===== src/rtl/pl_stage_reg_if.sv =====
// One side of a pipeline stage boundary: payload, control bundle and handshake.
// A beat moves on a rising edge when valid and ready are both 1. The master
// holds valid, data and ctrl stable until then, and valid never waits on ready.
interface pl_stage_reg_if #(
  parameter int DATA_W = 160,
  parameter int CTRL_W = 12
);
  logic              valid;
  logic              ready;
  logic [DATA_W-1:0] data;
  logic [CTRL_W-1:0] ctrl;

  modport master (output valid, output data, output ctrl, input ready);
  modport slave  (input valid, input data, input ctrl, output ready);
endinterface


===== src/rtl/pl_stage_reg.sv =====
// Pipeline stage register with a 2-entry skid buffer, hazard stall/flush and
// an optional stall-cycle counter (enabled by PL_STAGE_PERF_EN).
module pl_stage_reg #(
  parameter int DATA_W = 160,
  parameter int CTRL_W = 12
) (
  input  logic           clk,
  input  logic           rst_n,
  pl_stage_reg_if.slave  up,
  pl_stage_reg_if.master dn,
  input  logic           stall,
  input  logic           flush,
  output logic [31:0]    stall_cycles
);

  typedef enum logic [1:0] {
    EMPTY = 2'b00,
    ONE   = 2'b01,
    TWO   = 2'b11
  } occ_t;

  logic              main_v, skid_v;
  logic [DATA_W-1:0] main_d, skid_d;
  logic [CTRL_W-1:0] main_c, skid_c;
  logic              acc, xfer;
  occ_t              occ;

  // Occupancy comes straight from the valid bits; skid is only used behind main.
  assign occ      = occ_t'({skid_v, main_v});
  assign up.ready = rst_n & ~stall & ~skid_v;
  assign acc      = up.valid & up.ready;
  assign xfer     = main_v & dn.ready & ~stall;

  assign dn.valid = main_v;
  assign dn.data  = main_d;
  assign dn.ctrl  = main_c;

  always_ff @(posedge clk) begin
    if (!rst_n) begin
      main_v <= 1'b0;
      skid_v <= 1'b0;
      main_d <= '0;
      skid_d <= '0;
      main_c <= '0;
      skid_c <= '0;
    end else if (flush) begin
      // Kill both entries as bubbles; payload is left as don't-care.
      main_v <= 1'b0;
      skid_v <= 1'b0;
      main_c <= '0;
      skid_c <= '0;
    end else if (!stall) begin
      case (occ)
        EMPTY: begin
          if (acc) begin
            main_v <= 1'b1;
            main_d <= up.data;
            main_c <= up.ctrl;
          end
        end
        ONE: begin
          if (acc && xfer) begin
            main_d <= up.data;
            main_c <= up.ctrl;
          end else if (acc) begin
            skid_v <= 1'b1;
            skid_d <= up.data;
            skid_c <= up.ctrl;
          end else if (xfer) begin
            main_v <= 1'b0;
            main_c <= '0;
          end
        end
        TWO: begin
          if (xfer) begin
            main_d <= skid_d;
            main_c <= skid_c;
            skid_v <= 1'b0;
            skid_c <= '0;
          end
        end
        default: begin
        end
      endcase
    end
  end

`ifdef PL_STAGE_PERF_EN
  logic [31:0] stall_cnt;

  // Saturating count of edges lost to backpressure or hazard freeze.
  always_ff @(posedge clk) begin
    if (!rst_n) begin
      stall_cnt <= '0;
    end else if (((main_v & ~dn.ready) | stall) && (stall_cnt != 32'hFFFF_FFFF)) begin
      stall_cnt <= stall_cnt + 32'd1;
    end
  end

  assign stall_cycles = stall_cnt;
`else
  assign stall_cycles = 32'h0;
`endif

endmodule


===== src/flat_wrapper.sv =====
// flat-port wrapper written by rule: the top's interface ports become plain ports
module pl_stage_reg_flat 
#(
  parameter int DATA_W = 160,
  parameter int CTRL_W = 12
)
  (clk, rst_n, stall, flush, stall_cycles, up_valid, up_data, up_ctrl, up_ready, dn_valid, dn_data, dn_ctrl, dn_ready);
  pl_stage_reg_if #(.DATA_W(DATA_W), .CTRL_W(CTRL_W)) up_i ();
  pl_stage_reg_if #(.DATA_W(DATA_W), .CTRL_W(CTRL_W)) dn_i ();
  input  logic clk;
  input  logic rst_n;
  input  logic stall;
  input  logic flush;
  output logic [31:0] stall_cycles;
  input wire logic [$bits(up_i.valid)-1:0] up_valid;
  input wire logic [$bits(up_i.data)-1:0] up_data;
  input wire logic [$bits(up_i.ctrl)-1:0] up_ctrl;
  output wire logic [$bits(up_i.ready)-1:0] up_ready;
  output wire logic [$bits(dn_i.valid)-1:0] dn_valid;
  output wire logic [$bits(dn_i.data)-1:0] dn_data;
  output wire logic [$bits(dn_i.ctrl)-1:0] dn_ctrl;
  input wire logic [$bits(dn_i.ready)-1:0] dn_ready;
  assign up_i.valid = up_valid;
  assign up_i.data = up_data;
  assign up_i.ctrl = up_ctrl;
  assign up_ready = up_i.ready;
  assign dn_valid = dn_i.valid;
  assign dn_data = dn_i.data;
  assign dn_ctrl = dn_i.ctrl;
  assign dn_i.ready = dn_ready;
  pl_stage_reg #(.DATA_W(DATA_W), .CTRL_W(CTRL_W)) u_core (.clk(clk), .rst_n(rst_n), .up(up_i), .dn(dn_i), .stall(stall), .flush(flush), .stall_cycles(stall_cycles));
endmodule

===== config.mk =====
export PLATFORM = sky130hd
export DESIGN_NAME = pl_stage_reg_flat
export DESIGN_NICKNAME = d
export VERILOG_FILES = /design/src/rtl/pl_stage_reg_if.sv /design/src/rtl/pl_stage_reg.sv /design/src/flat_wrapper.sv
export SDC_FILE = /design/constraint.sdc
export NUM_CORES = 1
export LEC_CHECK = 0
export CAP_MARGIN = 25
export CORE_ASPECT_RATIO = 1.25
export CORE_MARGIN = 2
export CORE_UTILIZATION = 49
export DETAILED_ROUTE_END_ITERATION = 6
export PLACE_DENSITY = 0.92
export SETUP_SLACK_MARGIN = 0.05
export SLEW_MARGIN = 25
export SYNTH_ARGS = -nofsm -noshare
export SYNTH_HDL_FRONTEND = slang
export SYNTH_SLANG_ARGS = --single-unit

===== constraint.sdc =====
create_clock -name clk -period 2.9 [get_ports clk]
set_input_delay 0.58 -clock clk [delete_from_list [all_inputs] [get_ports clk]]
set_output_delay 0.58 -clock clk [all_outputs]
set_load 0.005 [all_outputs]

; After elaboration in Yosys (flattened, before gate mapping)
; Cells that the tools add are included.
[op_classes]
eq_ne = 11
mux = 19
bitwise = 10
n_reduce_logical = 11
[op_table]
columns = cell, count
row1 = 160-bit two-way mux, 3
row2 = 160-bit one-hot mux with 3 select lines, 1
row3 = 12-bit two-way mux, 6
row4 = 12-bit one-hot mux with 3 select lines, 1
row5 = 12-bit one-hot mux with 2 select lines, 1
row6 = 6-bit AND reduction, 3
row7 = "2-bit by 1-bit != test with 1-bit output, second input constant", 5
row8 = 5-bit AND reduction, 2
row9 = 1-bit bitwise AND, 5
row10 = 1-bit two-way mux, 5
row11 = 1-bit inverter, 5
row12 = "2-bit != test, second input constant", 2
row13 = 1-bit one-hot mux with 2 select lines, 2
row14 = 2-bit nonzero test, 2
row15 = "3-bit by 1-bit != test with 1-bit output, second input constant", 1
row16 = "3-bit != test, second input constant", 1
row17 = 3-bit nonzero test, 1
row18 = "2-bit by 1-bit == test with 1-bit output, second input constant", 1
row19 = "2-bit == test, second input constant", 1
row20 = 2-bit logical NOT, 1
row21 = 2-bit OR reduction, 1
row22 = 1-bit logical AND, 1
[totals]
ff_bits = 346
in_bits = 178
out_inout_bits = 206
elab_cells = 57

; Logic depth before layout (Yosys ltp)
; Gate-level depths: netlist of run 1.
[logic_depth]
word_depth = 7
mapped_depth = 8
ltp_nobuf = 4

; Worst setup path after synthesis of run 1
; OpenSTA, ideal clock, no wires.
[synth_path]
kind = input to register
from = input stall
to = register u_core.main_d[0] (netlist: u_core.dn.data[0])
setup_ns = 0.134
arrival_ns = 2.112
required_ns = 2.766
path_slack_ns = 0.654
stages = 8
n_path_buf = 4
cell_sequence = clkbuf_1 nand4b_4 a2111oi_4 and2_1 buf_2 buf_4 buf_6 a211oi_1
[synth_via]
elab_chain_len = 7
word_cells_on_any_way = 10
cone_classes = eq/ne (3) / bitwise (5) / reduce/logical (2)
[synth_lines]
columns = item, line_no
row1 = from (decl), flat_wrapper.sv:12  ; input logic stall;
row2 = 1-bit inverter (no source line) *, --
row3 = 1-bit bitwise AND (2 in series), pl_stage_reg.sv:30  ; assign up.ready = rst_n & ~stall & ~skid_v;
row4 = 1-bit bitwise AND, pl_stage_reg.sv:31  ; assign acc = up.valid & up.ready;
row5 = 1-bit logical AND, pl_stage_reg.sv:62  ; if (acc && xfer) begin
row6 = 2-bit by 1-bit != test with 1-bit output (no source line), --
row7 = 6-bit AND reduction (no source line) *, --
row8 = to (signal assigned), pl_stage_reg.sv:57  ; main_d <= up.data;
row9 = to (signal assigned), pl_stage_reg.sv:63  ; main_d <= up.data;
row10 = to (signal assigned), pl_stage_reg.sv:76  ; main_d <= skid_d;
row11 = to (decl), pl_stage_reg.sv:23  ; logic [DATA_W-1:0] main_d, skid_d;
; Every way passes the cells marked *; elsewhere a longest branch is shown, timed or not.
; A chain may end at the register's enable or synchronous reset.

; Final worst setup path of run 1
[layout_path]
from = input rst_n
to = output up_ready
[layout_via]
elab_chain_len = 2
[layout_lines]
columns = item, line_no
row1 = from (decl), flat_wrapper.sv:11  ; input logic rst_n;
row2 = 1-bit bitwise AND (2 in series), pl_stage_reg.sv:30
row3 = to (decl), flat_wrapper.sv:18  ; output wire logic [$bits(up_i.ready)-1:0] up_ready;
; Every way passes these cells.

==> results of run 1 <==
-- cell usage after synthesis --
cell                        number  area share [%]
sky130_fd_sc_hd__nand4b_4        1            0.17
sky130_fd_sc_hd__buf_4          34             1.8
sky130_fd_sc_hd__or3b_2          1           0.062
sky130_fd_sc_hd__clkinv_1        1           0.027
sky130_fd_sc_hd__a21oi_1       324              11
sky130_fd_sc_hd__and4bb_2        1           0.089
sky130_fd_sc_hd__xnor2_1         1           0.062
sky130_fd_sc_hd__nand4b_1        1           0.062
sky130_fd_sc_hd__buf_1           1           0.027
sky130_fd_sc_hd__nor2_1         26            0.69
sky130_fd_sc_hd__a21o_1          1           0.053
sky130_fd_sc_hd__and4b_1         1           0.071
sky130_fd_sc_hd__nand4bb_1       1           0.080
sky130_fd_sc_hd__o21ai_0         1           0.035
sky130_fd_sc_hd__nand2b_1        3            0.13
sky130_fd_sc_hd__nor3_1         13            0.46
sky130_fd_sc_hd__nand2_1       325             8.6
sky130_fd_sc_hd__a211oi_1      160             8.5
sky130_fd_sc_hd__dfxtp_1       346              49
sky130_fd_sc_hd__or4bb_1         1           0.080
sky130_fd_sc_hd__a2111oi_4       1            0.19
sky130_fd_sc_hd__and2_1          2           0.089
sky130_fd_sc_hd__buf_6          10            0.80
sky130_fd_sc_hd__buf_2          24            0.85
sky130_fd_sc_hd__clkbuf_1      114             3.0
sky130_fd_sc_hd__a221oi_1       12            0.74
sky130_fd_sc_hd__conb_1          1           0.027
sky130_fd_sc_hd__mux2i_1       172              12
sky130_fd_sc_hd__nor2b_1        13            0.58
-- tightest hold or removal path: stages (launching register included) --
cell                      delay (ns)
sky130_fd_sc_hd__dfxtp_1        0.30
sky130_fd_sc_hd__nand2_1        0.05
sky130_fd_sc_hd__a21oi_1        0.05
-- sequential cells by signal, summed over array words and instances, names as in the netlist --
name / cells
u_core.skid_c: 12
u_core.dn.valid: 1
u_core.skid_d: 160
u_core.skid_v: 1
u_core.dn.ctrl: 12
u_core.dn.data: 160
-- cells by family after synthesis --
family,count (synthesis),synth area share (%)
XOR/XNOR,1,0.06198
multiplexers,172,12.18
AND/OR/NAND/NOR,389,11.19
other,1,0.02653
AO/OA/AOI/OAI,499,21.00
flip-flops,346,49.01
buffers and inverters,184,6.533
-- worst paths after layout --
check	slack, ns	endpoint	depth (start not counted)	from
worst min register to register	0.45	u_core.skid_d[132]	2	u_core.skid_d[132]
worst max register to register	0.66	u_core.dn.data[15]	5	u_core.dn.valid
worst min-delay path	0.45	u_core.skid_d[132]	2	u_core.skid_d[132]
worst max-delay path	0.27	up_ready	5	rst_n
-- layout make-up --
cell class	count	area, sq um
antenna	8	20.02
clock buffer	47	1023
clock inverter	14	156.4
fill	2083	9326
inverter	1	11.26
multi-input combinational	1093	6421
sequential	346	6927
tap	355	444.2
timing repair buffer	394	4074
-- per-stage QoR --
step / util (%) / hold slack, ns / worst slack [ns]
after floorplan: - / 0.4357 / 0.6543
final: 67.16 / 0.4520 / 0.2722
after global placement: 62.94 / 0.4404 / 0.2106
after global routing: 67.16 / 0.4680 / 0.2095
after detailed placement: 62.94 / 0.4458 / 0.1066
after CTS: 67.09 / 0.4539 / 0.2835
-- layer usage --
| layer | vias up | routed length (um) | share of wire (%) |
|---|---|---|---|
| li1 | 6092 | - | - |
| met5 | - | 0 | 0 |
| met2 | 549 | 20290 | 49 |
| met3 | 176 | 2659 | 6.4 |
| met4 | 0 | 3193 | 7.7 |
| met1 | 6170 | 15200 | 37 |
-- power by group --
group          total (mW)  internal, mW  switching [mW]
clock network        4.60          2.76            1.84
logic               0.919         0.517           0.401
registers            4.91          4.85          0.0587
total                10.4          8.12            2.30
==> flow_metrics.env, run 1 <==
export IMPL_finish_instance_area_sq_um=19080
export IMPL_criticalPathCategory="in -> out"
export IMPL_layout_commonest_cell="sky130_fd_sc_hd__clkdlybuf4s50_1"
export IMPL_grtUsageTotal_pct=26.10
export IMPL_worst_setup_hold_path_clk_slew_ns=0.05
export IMPL_final_hold_vio_count=0
export IMPL_overflow=0
export IMPL_cp_data_required_time_ns=2.32
export IMPL_crit_path_cell_trace="clkdlybuf4s50_1 -> buf_4 -> inv_8 -> nor3_1 -> clkdlybuf4s50_1"
export IMPL_post_cts_resized=0
export IMPL_power_per_cell_area_nw_per_um2=546.4
export IMPL_postRouteWirelength_um=41340
export IMPL_fp_row_count=69
export IMPL_globalRouteMet3Util_pct=5.141
export IMPL_port_buffer_count=351
export IMPL_arrival_ns=2.05
export IMPL_cts_htree_levels=2
export IMPL_antenna_violations_before_repair=8
export IMPL_final_period_utilization_pct=90.61
export IMPL_ant_nets_after_route=0
export IMPL_synthesis_yosys_warnings=0
export IMPL_rsz0062_at_grt="no"
export IMPL_globalRouteMet2Util_pct=44.61
export IMPL_critical_path_top_delay_family="buffers and inverters"
export IMPL_critical_path_max_stage_delay_ns=0.56
export IMPL_crit_fanout=6
export IMPL_final_setup_viol_count=0
export IMPL_wire_length_of_the_first_global_routing_pass_um=64970
export IMPL_die_w_um=155.9
export IMPL_final_cell_count_no_fill=2258
export IMPL_synthDistinctLibCells=29
export IMPL_gate_count_of_the_mapped_netlist=1592
export IMPL_finalSetupTns_ns=0
export IMPL_fp_dieH_um=193.9
export IMPL_initial_core_util_pct=49.76
export IMPL_detail_route_vias_per_cell=5.752
export IMPL_slew_viol_final=0
export IMPL_clock_tree_from_tritoncts="done"
export IMPL_gp_congestion=0.8468
export IMPL_result_of_the_run="finished clean"
export IMPL_synthesis_area_per_instance_sq_um=8.878
export IMPL_grt_util_met1_pct=28.73
export IMPL_total_power_mw=10.42
export IMPL_area_growth_syn_to_layout_pct=34.98
export IMPL_cp_num_buf_inv=4
export IMPL_setup_fix_bufs_post_cts=0
export IMPL_min_path_type="reg -> reg"
export IMPL_leakage_nw=7.468
export IMPL_final_net_count=2050
export IMPL_worst_slew_pin_transition_ns=0.7918
export IMPL_first_pass_iteration_count_of_the_detailed_router=5
export IMPL_grt_most_used_layer="met2"
export IMPL_synth_area_sq_um=14130
export IMPL_vdd_ir_drop_max_uv=582.6
export IMPL_dpl_instance_area_sq_um=17880
export IMPL_mostFrequentLayoutCells="sky130_fd_sc_hd__clkdlybuf4s50_1, sky130_fd_sc_hd__dfxtp_1, sky130_fd_sc_hd__a21oi_1"
export IMPL_clock_latency_ns=0.50
export IMPL_period_needed_ns=2.628
export IMPL_ys_seq_area_share_pct=49.01
export IMPL_drive_gt1_share_pct=5.752
export IMPL_cts_hold_buffers=0
export IMPL_maxCapViolations=0
export IMPL_die_area_sq_um=30230
export IMPL_floorplan_io_pins=384
export IMPL_max_clock_freq_mhz=380.6
export IMPL_dp_final_hpwl_um=26990
export IMPL_vias=12987
export IMPL_timing_max_slew_rel_slack_pct=47.21
export IMPL_place_inst=2189
export IMPL_timing_clock_skew_ns=0.01040
export IMPL_clk_root_buffer_cell="sky130_fd_sc_hd__clkbuf_16"
export IMPL_startpoint_type="primary input"
export IMPL_detailedRoute_firstIterationViolations=883
export IMPL_grt_max_degree=164
export IMPL_endpoint_kind="output port"
export IMPL_ctsLongestPathBuffers=3
export IMPL_via_count_of_the_first_global_routing_pass=12854
export IMPL_clock_sink_count=346
export IMPL_timing_critical_path_mode_cell="sky130_fd_sc_hd__clkdlybuf4s50_1"
export IMPL_synth_seq_cells=346
export IMPL_critPathSlowestCell="sky130_fd_sc_hd__clkdlybuf4s50_1"
export IMPL_drc=0
export IMPL_wl_per_cell_um=18.31
export IMPL_area_of_the_core_region_sq_um=28400
export IMPL_cts_made_buffers=36
(Power assumes the default switching activity.)
==> run 2: changes to the inputs <==
--- a/config.mk
+++ b/config.mk
@@ -6,10 +6,12 @@
 export NUM_CORES = 1
 export LEC_CHECK = 0
+export ABC_AREA = 1
+export ABC_CLOCK_PERIOD_IN_PS = 2900
 export CAP_MARGIN = 25
 export CORE_ASPECT_RATIO = 1.25
 export CORE_MARGIN = 2
-export CORE_UTILIZATION = 49
+export CORE_UTILIZATION = 50
 export DETAILED_ROUTE_END_ITERATION = 6
-export PLACE_DENSITY = 0.92
+export PLACE_DENSITY = 0.91
 export SETUP_SLACK_MARGIN = 0.05
 export SLEW_MARGIN = 25
==> constraint.sdc (replaced) <==
create_clock -name clk -period 2.9 [get_ports clk]
set_input_delay 0.58 -clock clk [delete_from_list [all_inputs] [get_ports clk]]
set_output_delay 0.58 -clock clk [all_outputs]
set_load 0.05 [all_outputs]
==> flow_metrics.env, run 2 <==
export IMPL_criticalPathCategory="reg -> out"
export IMPL_final_net_count=2865
export IMPL_finish_instance_area_sq_um=20670
export IMPL_multiInputGateArea_sq_um=7198
export IMPL_final_setup_viol_count=0
export IMPL_synth_largest_area_cell="sky130_fd_sc_hd__dfxtp_1"
export IMPL_startpoint_type="flop"
export IMPL_critical_path_cell_count=1
export IMPL_synth_area_sq_um=15910
export IMPL_ctsLongestPathBuffers=3
export IMPL_psw_mw=2.841
export IMPL_final_hold_vio_count=0
export IMPL_clock_latency_ns=0.53
export IMPL_fp_row_count=73
export IMPL_leakage_nw=9.014
export IMPL_critPathLaunch="u_core.dn.valid"
export IMPL_area_of_the_core_region_sq_um=31600
export IMPL_detailedRoute_firstIterationViolations=1727
export IMPL_max_clock_freq_mhz=407.5
export IMPL_worst_setup_hold_path_clk_slew_ns=0.06
export IMPL_timing_max_slew_rel_slack_pct=55.51
export IMPL_final_period_utilization_pct=84.62
export IMPL_grtUsageTotal_pct=27.90
export IMPL_cts_htree_levels=2
export IMPL_switching_share_pct=25.63
export IMPL_intPower_mw=8.241
export IMPL_power_per_cell_area_nw_per_um2=536.1
export IMPL_setup_fix_bufs_post_cts=0
export IMPL_grt_max_degree=303
export IMPL_period_needed_ns=2.454
export IMPL_clk_root_buffer_cell="sky130_fd_sc_hd__clkbuf_16"
export IMPL_finish_utilization_pct=65.41
export IMPL_clock_tree_from_tritoncts="done"
export IMPL_synth_enable_flop_cells=0
export IMPL_synthDistinctLibCells=23
export IMPL_rsz0062_at_grt="no"
export IMPL_postRouteWirelength_um=47840
export IMPL_synth_top_cells_by_area="sky130_fd_sc_hd__dfxtp_1, sky130_fd_sc_hd__nand2_1, sky130_fd_sc_hd__nor2_1"
export IMPL_timing_reg2reg_worst_path_depth=9
export IMPL_die_area_sq_um=33260
export IMPL_synth_seq_cells=346
export IMPL_ant_nets_after_route=0
export IMPL_min_path_type="in -> reg"
export IMPL_dp_final_hpwl_um=29190
export IMPL_cts_made_buffers=37
export IMPL_timing_clock_skew_ns=0.01961
export IMPL_endpoint_kind="output port"
export IMPL_die_w_um=163.5
export IMPL_cts_hold_buffers=0
export IMPL_synth_most_common_cell="sky130_fd_sc_hd__nand2_1"
export IMPL_layout_commonest_cell="sky130_fd_sc_hd__nand2_1"
export IMPL_gate_count_of_the_mapped_netlist=2454
export IMPL_p_clk_share_pct=43.5
export IMPL_critPathSlowestCell="sky130_fd_sc_hd__clkdlybuf4s50_1"
export IMPL_floorplan_io_pins=384
export IMPL_timing_hold_worst_path_depth=3
export IMPL_port_buffer_count=351
export IMPL_arrival_ns=1.87
export IMPL_critical_path_max_stage_delay_ns=0.89
export IMPL_synthesis_area_per_instance_sq_um=6.482
export IMPL_hold_slack_ns=0.3964
export IMPL_wl_per_cell_um=15.31
export IMPL_dpl_instance_area_sq_um=19410
export IMPL_crit_path_cell_trace="clkdlybuf4s50_1"
export IMPL_finalSetupTns_ns=0
export IMPL_worst_slew_pin_transition_ns=0.6674
export IMPL_result_of_the_run="finished clean"
export IMPL_detail_route_vias_per_cell=5.297
export IMPL_nFillCells=2569
export IMPL_gp_congestion=0.9056
export IMPL_postSynth_asyncResetShare_pct=0
export IMPL_overflow=0
export IMPL_synth_main_ff_cell="sky130_fd_sc_hd__dfxtp_1"
export IMPL_drive_gt1_share_pct=3.506
export IMPL_cp_data_required_time_ns=2.32
export IMPL_clock_sink_count=346
export IMPL_maxCapViolations=0
export IMPL_cp_num_buf_inv=1
export IMPL_ff_latch_area_sq_um=6927
export IMPL_initial_core_util_pct=50.33
export IMPL_fraction_of_synthesized_cell_area_taken_by_the_top_area_cell_type_pct=43.55
export IMPL_vdd_ir_drop_max_uv=528.5
export IMPL_seq_power_share_pct=43.9
export IMPL_fp_dieH_um=203.4
export IMPL_antenna_violations_before_repair=6
export IMPL_critical_path_top_delay_family="buffers and inverters"
export IMPL_first_pass_iteration_count_of_the_detailed_router=6
export IMPL_post_cts_resized=0
export IMPL_slew_viol_final=0
export IMPL_ys_seq_area_share_pct=43.55
export IMPL_timing_hold_worst_start="rst_n"
export IMPL_drc=0
export IMPL_synth_common_cells="sky130_fd_sc_hd__nand2_1, sky130_fd_sc_hd__nor2_1, sky130_fd_sc_hd__dfxtp_1"
export IMPL_wire_length_of_the_first_global_routing_pass_um=76740
export IMPL_r2r_start="u_core.dn.valid"
export IMPL_share_comb_of_total_power_pct=12.6
export IMPL_via_count_of_the_first_global_routing_pass=16104
export IMPL_crit_fanout=6
export IMPL_vias=16553
export IMPL_area_growth_syn_to_layout_pct=29.95
export IMPL_mostFrequentLayoutCells="sky130_fd_sc_hd__nand2_1, sky130_fd_sc_hd__nor2_1, sky130_fd_sc_hd__clkdlybuf4s50_1"
export IMPL_synthesis_yosys_warnings=0
==> run 2: final cells by class <==
class                           instances  share of cell area [%]
Timing Repair Buffer                  378                   19.11
Sequential cell                       346                   33.51
Multi-Input combinational cell       1700                   34.82
Clock inverter                          9                  0.6356
Inverter                              224                   4.092
Clock buffer                           53                   5.302
Tap cell                              412                   2.494
Antenna cell                            3                 0.03632
==> run 2: layer usage <==
metal,global-route usage [%],wire length (um),part of all wire [%],vias to the layer above
met3,7.749,4838,10,155
met2,48.42,23230,49,831
met4,13.97,1949,4.1,6
li1,-,-,-,8013
met5,0,41,0.086,-
met1,31.21,17780,37,7548
==> run 2: metrics by stage <==
step           cells  setup WS, ns  total power, mW
6_report        3125        0.4460            11.08
2_1_floorplan   2485        0.5017            5.826
3_3_place_gp    3059        0.4175            6.310
3_5_place_dp    3059        0.3364            6.340
4_1_cts         3121        0.4403            11.13
5_1_grt         3124        0.3976            11.43
==> run 2: power by group through the flow <==
stage	Combinational [mW]	Sequential, mW	Clock [mW]
finish	1.39	4.87	4.82
global placement	1.34	4.97	0
CTS	1.38	4.87	4.88
floorplan	0.628	5.20	0
global route	1.51	4.87	5.05
detailed placement	1.37	4.97	0
==> run 2: worst paths after layout <==
| kind | to | slack, ns |
|---|---|---|
| worst max-delay path | dn_valid | 0.45 |
| worst min-delay path | u_core.dn.data[84] | 0.40 |
| worst max register to register | u_core.dn.data[124] | 0.66 |
| worst min register to register | u_core.skid_d[112] | 0.45 |
==> run 2: cell families (layout without fill, tap and decap cells) <==
kind of cell | Yosys count | in the layout | synth area share, %
and+or+nand+nor | 1407 | 1407 | 35.96
other | 1 | 35 | 0.02358
buffers and inverters | 439 | 664 | 12.21
AOI/OAI and AO/OA | 261 | 261 | 8.259
DFF | 346 | 346 | 43.55
==> run 3: changes to the inputs <==
Settings changed: ABC_CLOCK_PERIOD_IN_PS 2900 to 2200, CORE_UTILIZATION 50 to 45, PLACE_DENSITY 0.91 to 0.88.
Clock period 2.9 ns to 2.2 ns, I/O delays scaled along.
==> flow_metrics.env, run 3 (synthesis results as in run 2) <==
export IMPL_area_of_the_core_region_sq_um=35070
export IMPL_first_pass_iteration_count_of_the_detailed_router=6
export IMPL_dpl_worst_slack_ns=-0.2632
export IMPL_vias=16302
export IMPL_grt_max_degree=173
export IMPL_clk_root_buffer_cell="sky130_fd_sc_hd__clkbuf_16"
export IMPL_arrival_ns=1.68
export IMPL_drc=0
export IMPL_nFillCells=3113
export IMPL_vdd_ir_drop_max_uv=539.8
export IMPL_crit_fanout=2
export IMPL_mostFrequentLayoutCells="sky130_fd_sc_hd__nand2_1, sky130_fd_sc_hd__nor2_1, sky130_fd_sc_hd__dfxtp_1"
export IMPL_overflow=0
export IMPL_critPathSlowestCell="sky130_fd_sc_hd__clkdlybuf4s50_1"
export IMPL_cts_htree_levels=2
export IMPL_leakage_nw=10.17
export IMPL_gp_congestion=0.9040
export IMPL_clock_sink_count=346
export IMPL_drive_gt1_share_pct=4.177
export IMPL_total_power_mw=14.22
export IMPL_cp_data_required_time_ns=1.76
export IMPL_finish_instance_area_sq_um=21060
export IMPL_worst_setup_hold_path_clk_slew_ns=0.06
export IMPL_critical_path_top_delay_family="buffers and inverters"
export IMPL_die_area_sq_um=36880
export IMPL_antenna_violations_before_repair=10
export IMPL_detail_route_vias_per_cell=5.080
export IMPL_rsz0062_at_grt="no"
export IMPL_timing_max_slew_rel_slack_pct=48.97
export IMPL_maxCapViolations=0
export IMPL_criticalPathCategory="reg -> out"
export IMPL_period_needed_ns=2.121
export IMPL_initial_core_util_pct=45.36
export IMPL_crit_path_cell_trace="clkdlybuf4s50_1"
export IMPL_ant_nets_after_route=0
export IMPL_ctsLongestPathBuffers=3
export IMPL_fp_row_count=77
export IMPL_power_per_cell_area_nw_per_um2=675.3
export IMPL_via_count_of_the_first_global_routing_pass=15461
export IMPL_postRouteWirelength_um=46760
export IMPL_area_growth_syn_to_layout_pct=32.38
export IMPL_final_period_utilization_pct=96.41
export IMPL_final_setup_viol_count=0
export IMPL_wl_per_cell_um=14.57
export IMPL_worst_slew_pin_transition_ns=0.7654
export IMPL_clock_latency_ns=0.53
export IMPL_detailedRoute_firstIterationViolations=1409
export IMPL_worst_slack_ns=0.07897
export IMPL_dpl_instance_area_sq_um=19870
export IMPL_slew_viol_final=0
export IMPL_port_buffer_count=351
export IMPL_startpoint_type="flop"
export IMPL_timing_clock_skew_ns=0.01908
export IMPL_grtUsageTotal_pct=24.48
export IMPL_final_hold_vio_count=0
export IMPL_cp_num_buf_inv=1
export IMPL_floorplan_io_pins=384
export IMPL_setup_slack_reg_to_reg_ns=0.25
export IMPL_endpoint_kind="output port"
export IMPL_layout_commonest_cell="sky130_fd_sc_hd__nand2_1"
export IMPL_finish_utilization_pct=60.05
export IMPL_cts_made_buffers=36
export IMPL_fp_dieH_um=214.2
export IMPL_critical_path_max_stage_delay_ns=0.81
export IMPL_wire_length_of_the_first_global_routing_pass_um=74340
export IMPL_final_net_count=2888
export IMPL_max_clock_freq_mhz=471.5
export IMPL_clock_tree_from_tritoncts="done"
export IMPL_die_w_um=172.2
export IMPL_min_path_type="in -> reg"
export IMPL_dp_final_hpwl_um=30610
export IMPL_result_of_the_run="finished clean"
-- run 3: cell count changes in the layout (fill, tap and decap cells not counted) --
cell,delta
sky130_fd_sc_hd__clkdlybuf4s50_1,-95
sky130_fd_sc_hd__buf_4,+12
sky130_fd_sc_hd__diode_2,+3
sky130_fd_sc_hd__dlymetal6s2s_1,+44
sky130_fd_sc_hd__clkbuf_8,-5
sky130_fd_sc_hd__buf_16,-1
sky130_fd_sc_hd__clkinv_4,-1
sky130_fd_sc_hd__dlygate4sd2_1,+48
sky130_fd_sc_hd__clkinv_2,-1
sky130_fd_sc_hd__clkbuf_1,+3
sky130_fd_sc_hd__buf_12,+16
sky130_fd_sc_hd__bufinv_16,-1
-- run 3: layer usage --
layer	vias up	global-route usage, %	wire (um)
met3	148	5.888	4054
met1	7387	27.84	17700
li1	8078	-	-
met5	-	0	53
met2	681	42.29	22800
met4	8	12.44	2154
-- run 3: cell type report --
| type | instances | area (sq um) | share of cell area, % |
|---|---|---|---|
| Antenna cell | 6 | 15.01 | 0.07130 |
| Inverter | 224 | 845.8 | 4.017 |
| Clock buffer | 51 | 1039 | 4.932 |
| Timing Repair Buffer | 402 | 4353 | 20.67 |
| Sequential cell | 346 | 6927 | 32.89 |
| Tap cell | 474 | 593.1 | 2.816 |
| Multi-Input combinational cell | 1700 | 7198 | 34.18 |
| Clock inverter | 6 | 87.58 | 0.4159 |
-- run 3: worst reg2reg max path, stage by stage (launching register included) --
cell and delay [ns]:
sky130_fd_sc_hd__dfxtp_1 0.37, sky130_fd_sc_hd__nor2_1 0.18, sky130_fd_sc_hd__nand3_2 0.25, sky130_fd_sc_hd__nor2_1 0.22, sky130_fd_sc_hd__nor2_1 0.11, sky130_fd_sc_hd__nor2_4 0.17, sky130_fd_sc_hd__buf_12 0.17, sky130_fd_sc_hd__buf_12 0.21
sky130_fd_sc_hd__nor2_1 0.09, sky130_fd_sc_hd__nor2_1 0.12
-- run 3: path summary, 6_finish.rpt --
kind | cells after the start | start | endpoint
worst min register to register | 2 | u_core.skid_d[87] | u_core.skid_d[87]
worst max-delay path | 1 | u_core.dn.ctrl[10] | dn_ctrl[10]
worst max register to register | 9 | u_core.skid_v | u_core.dn.data[77]
worst min-delay path | 5 | rst_n | u_core.dn.valid
-- run 3: per-stage QoR --
stage	hold WS [ns]	instances	setup TNS [ns]
after floorplan	0.4245	2485	0
after global placement	0.4338	3146	-26.58
after detailed placement	0.4388	3146	-67.13
after CTS	0.3098	3203	0
after global routing	0.4457	3208	0
final	0.3381	3209	0
-- run 3: what timing repair did --
item	4_1_cts	5_1_grt
buffers inserted	0	0
hold endpoints to repair	0	0
cloned	0	0
hold buffers	0	0
resized for setup	48	44
setup endpoints to repair	48	44
-- run 3: power by group --
| part | total (mW) | internal (mW) | switching (mW) | leakage (nW) |
|---|---|---|---|---|
| sequential | 6.42 | 6.36 | 0.0531 | 2.79 |
| clock | 5.96 | 3.50 | 2.46 | 0.554 |
| combinational | 1.84 | 0.705 | 1.14 | 6.82 |
